===== src/rtl/decoder_nx_seq.sv =====
// rtl/decoder_nx_seq.sv - registered N-to-2^N decoder with one-hot, thermometer, active-low and scan modes
module decoder_nx_seq #(
  parameter int N         = 2,
  parameter bit SCAN_WRAP = 1'b1
) (
  input  logic                clk,
  input  logic                rst,
  input  logic                en,
  input  logic [1:0]          mode,
  input  logic                in_valid,
  input  logic [N-1:0]        in_a,
  output logic                in_ready,
  output logic                out_valid,
  input  logic                out_ready,
  output logic [(1<<N)-1:0]   out_d,
  output logic                busy
);

  localparam int W = 1 << N;

  typedef enum logic {IDLE, SCAN} state_t;

  state_t         state_q, state_d;
  logic           out_valid_q, out_valid_d;
  logic [W-1:0]   out_d_q, out_d_d;
  logic [N-1:0]   cnt_q, cnt_d;
  logic [N-1:0]   beats_q, beats_d;
  logic           accept, xfer, last_beat;

  function automatic logic [W-1:0] onehot(input logic [N-1:0] a);
    onehot = W'(1) << a;
  endfunction

  // Bits 0..a set; for a = W-1 the shifted one falls off and the subtract yields all ones.
  function automatic logic [W-1:0] thermo(input logic [N-1:0] a);
    logic [W-1:0] sh;
    sh     = (W'(1) << a) << 1;
    thermo = sh - W'(1);
  endfunction

  assign in_ready  = en && (state_q == IDLE) && (!out_valid_q || out_ready);
  assign accept    = in_valid && in_ready;
  // A ready pulse while frozen is not a transfer.
  assign xfer      = en && out_valid_q && out_ready;
  // Wrapping scans count delivered beats; non-wrapping scans stop at the top code.
  assign last_beat = SCAN_WRAP ? (beats_q == N'(W - 1)) : (cnt_q == N'(W - 1));

  assign out_valid = out_valid_q;
  assign out_d     = out_d_q;
  assign busy      = (state_q == SCAN);

  // Next-state and output-register update for the IDLE/SCAN controller.
  always_comb begin
    state_d     = state_q;
    out_valid_d = out_valid_q;
    out_d_d     = out_d_q;
    cnt_d       = cnt_q;
    beats_d     = beats_q;
    case (state_q)
      IDLE: begin
        if (accept) begin
          out_valid_d = 1'b1;
          case (mode)
            2'b00: out_d_d = onehot(in_a);
            2'b01: out_d_d = thermo(in_a);
            2'b10: out_d_d = ~onehot(in_a);
            default: begin
              out_d_d = onehot(in_a);
              cnt_d   = in_a;
              beats_d = '0;
              state_d = SCAN;
            end
          endcase
        end else if (xfer) begin
          out_valid_d = 1'b0;
        end
      end
      SCAN: begin
        if (xfer) begin
          if (last_beat) begin
            out_valid_d = 1'b0;
            state_d     = IDLE;
          end else begin
            cnt_d   = cnt_q + N'(1);
            beats_d = beats_q + N'(1);
            out_d_d = onehot(cnt_q + N'(1));
          end
        end
      end
      default: state_d = IDLE;
    endcase
  end

  // State and output registers with asynchronous clear.
  always_ff @(posedge clk or posedge rst) begin
    if (rst) begin
      state_q     <= IDLE;
      out_valid_q <= 1'b0;
      out_d_q     <= '0;
      cnt_q       <= '0;
      beats_q     <= '0;
    end else begin
      state_q     <= state_d;
      out_valid_q <= out_valid_d;
      out_d_q     <= out_d_d;
      cnt_q       <= cnt_d;
      beats_q     <= beats_d;
    end
  end

endmodule


===== config.mk =====
export PLATFORM = sky130hd
export DESIGN_NAME = decoder_nx_seq
export DESIGN_NICKNAME = d
export VERILOG_FILES = /design/src/rtl/decoder_nx_seq.sv
export SDC_FILE = /design/constraint.sdc
export NUM_CORES = 1
export LEC_CHECK = 0
export BUFFER_PORTS_ARGS = -buffer_cell sky130_fd_sc_hd__buf_2
export CORE_UTILIZATION = 44
export DETAILED_ROUTE_END_ITERATION = 12
export PLACE_DENSITY = 0.78
export SYNTH_ARGS = -nofsm -noshare
export SYNTH_HDL_FRONTEND = slang
export SYNTH_SLANG_ARGS = --single-unit

===== constraint.sdc =====
create_clock -name clk -period 1.74 [get_ports clk]
set_input_delay 0.348 -clock clk [delete_from_list [all_inputs] [get_ports clk]]
set_output_delay 0.348 -clock clk [all_outputs]
set_load 0.05 [all_outputs]

==> run metrics <==
outcome=completed; Worst setup SP type=register; Buffers on Ports=15; largest net degree at the start of global routing=14; Overflow after GRT=0; Sequential Area=250 um2; share of cells above drive strength 1=0.300; register bit total from synthesis=10; root buffer cell=clkbuf_4; clock-pin slew on the worst setup and hold paths=0.07 ns; GRT Util Overall=0.171; Required @ worst endpoint=around 1.4 ns; P per Cell Area=around 1700 nW/um2; vias in the first global route=~540; synthesis-to-layout area growth=19.5%; # DRC=0; fmax=~0.64 GHz; peak supply drop=about 0.75 mV; total CTS buffers=3; leading area contributor after synthesis=dfrtp_1; nets=~110; Slew HR=0.746; first-pass GRT wire length=2300 um; worst hold path type=input pin to asynchronous set/reset pin; area of the multi-input gates=roughly 430 um2; CP max stage delay=slightly above 0.4 ns; hold_ws=0.0422 ns; post-route ant nets=0; Pins Over Slew Limit=0; WL/cell=approximately 12 um; Core Rows=14; die area=1760 um2; Clock Latency Late Sink=around 0.27 ns; Cell variety after synth=25; first drt pass iteration count=4; critical path fanouts, max=3; Tightest Pin Transition=about 0.38 ns; cells taking the most area after synthesis=dfrtp_1 (36%), ha_1 (14%), mux2i_1 (7.1%); CTS tree=built; slowest CP cell=dfrtp_1; fillcell total=140; die height=42.0 um; vias per inst=roughly 5.2; Final GP Congestion=between 0.7 and 0.8; initial antenna violation count=0; mapped cell area=704 um2; CTS Hold Buffers Added=0; Vias=554; n_diodes=0; Post-Syn Area per Cell=9.92 um2; post-route setup TNS=0 ns; H-tree Lvls=1; DP HPWL=around 1000 um; WS Path Type=register to output port; core region area=about 1500 um2; CTS resizes=0; DR iter-0 viols=8; Clock Sinks=10; LEAKAGE=about 0.00045 uW; Routed WL=1310 um; Mapped Cells=just over 70; Post-Synthesis Net Count=88; Ys Warns=0; top cell type's share of synthesized area=0.355; io pins=16; CP arrival=around 1.2 ns; sequential share of the synthesized area=0.355; Die X=approximately 42 um; final hold vios=0; max_cap viols=0; RSZ-0062 raised after global routing=false; Final setup viols=0; CP cell instances=nand2b_1 > nor2_2 > buf_2; Setup crit end kind=output port; Initial Utilization=0.468; final period utilization=0.903; Longest Clk Path Bufs=2; Final min period=between 1.5 and 2 ns; setup bufs post-CTS=0; clk_skew=about 0.00095 ns
==> placed cells by master (no fill, tap or decap), drive strengths merged, types with 4 or more instances in the layout <==
cell | Yosys | routed
mux2 | 5 | 5
buf | 0 | 16
dfrtp | 10 | 10
nand2 | 6 | 6
nand2b | 5 | 5
ha | 8 | 8
clkbuf | 1 | 4
nor2 | 4 | 4
inv | 7 | 7
mux2i | 5 | 5
==> synth_stat cells (all sizes together) <==
library cell  instances
mux2                  5
ha                    8
nand2                 6
a221o                 1
a22o                  2
nand3                 2
nor2                  4
o31ai                 1
o2bb2ai               2
inv                   7
mux2i                 5
a21boi                1
o32ai                 1
clkbuf                1
nand2b                5
a21o                  1
nand4                 1
a221oi                1
o21ai                 2
dfrtp                10
nor2b                 1
or2                   1
a21oi                 2
nor3                  1
==> cell families (layout without fill, tap and decap cells) <==
| logic type | Yosys count | after routing | synth area share |
|---|---|---|---|
| and+or+nand+nor | 21 | 21 | 0.149 |
| muxes | 10 | 10 | 0.151 |
| buffers and inverters | 8 | 27 | 0.0426 |
| AOI/OAI and AO/OA | 14 | 14 | 0.160 |
| DFF | 10 | 10 | 0.355 |
| adders and majority gates | 8 | 8 | 0.142 |
==> worst paths after layout <==
kind                       cells after the start  slack [ns]        from   endpoint
setup / recovery                               3        0.17        busy   in_ready
min in group clk                               3        0.37    in_valid  out_valid
setup reg to reg                               5        0.19  beats_q[0]   out_d[3]
hold / removal                                 2        0.04         rst   out_d[2]
hold reg to reg                                1        0.48    out_d[1]   out_d[1]
max in group asynchronous                      2        1.43         rst       busy
==> metal layers <==
layer | vias up | GRT usage | wire [um]
li1 | 288 | - | -
met1 | 253 | 0.206 | 617
met2 | 11 | 0.300 | 645
met3 | 2 | 0.0259 | 41
met4 | 0 | 0.0750 | 8
met5 | - | 0 | 0
==> flip-flops by register name, summed over array words and instances, names as in the netlist <==
signal,count
beats_q,2
busy,1
cnt_q,2
out_d,4
out_valid,1
==> per-stage QoR <==
| step | area (um2) | utilization | std cells | setup WS (ns) | total power [uW] |
|---|---|---|---|---|---|
| detailed placement | 806 | 0.535 | 102 | 0.00104 | 1260 |
| global placement | 806 | 0.535 | 102 | 0.0260 | 1230 |
| floorplan | 707 | - | 71 | 0.0709 | 1070 |
| global route | 842 | 0.559 | 106 | 0.103 | 1560 |
| finish | 842 | 0.559 | 106 | 0.169 | 1470 |
| CTS | 842 | 0.559 | 106 | 0.166 | 1480 |
==> critical path, delay by kind of cell, from the launching register on <==
kind                   cells  cell delay [ns]
buffers and inverters      1             0.25
flip-flops                 1             0.41
AND/OR/NAND/NOR            2             0.29
==> where the power goes <==
part | total, uW | switching (uW) | leakage [uW] | internal [uW]
clock network | 214 | 87.2 | 0.0000210 | 127
registers | 425 | 78.4 | 0.000122 | 346
logic | 827 | 531 | 0.000305 | 296
==> area by class of cell <==
class | instances | area share
multi-input cells | 53 | 0.507
flip-flops and latches | 10 | 0.297
repair buffers | 16 | 0.0981
clock buffers | 4 | 0.0431
inverters | 7 | 0.0312
well taps | 16 | 0.0238
(Power assumes the default switching activity.)
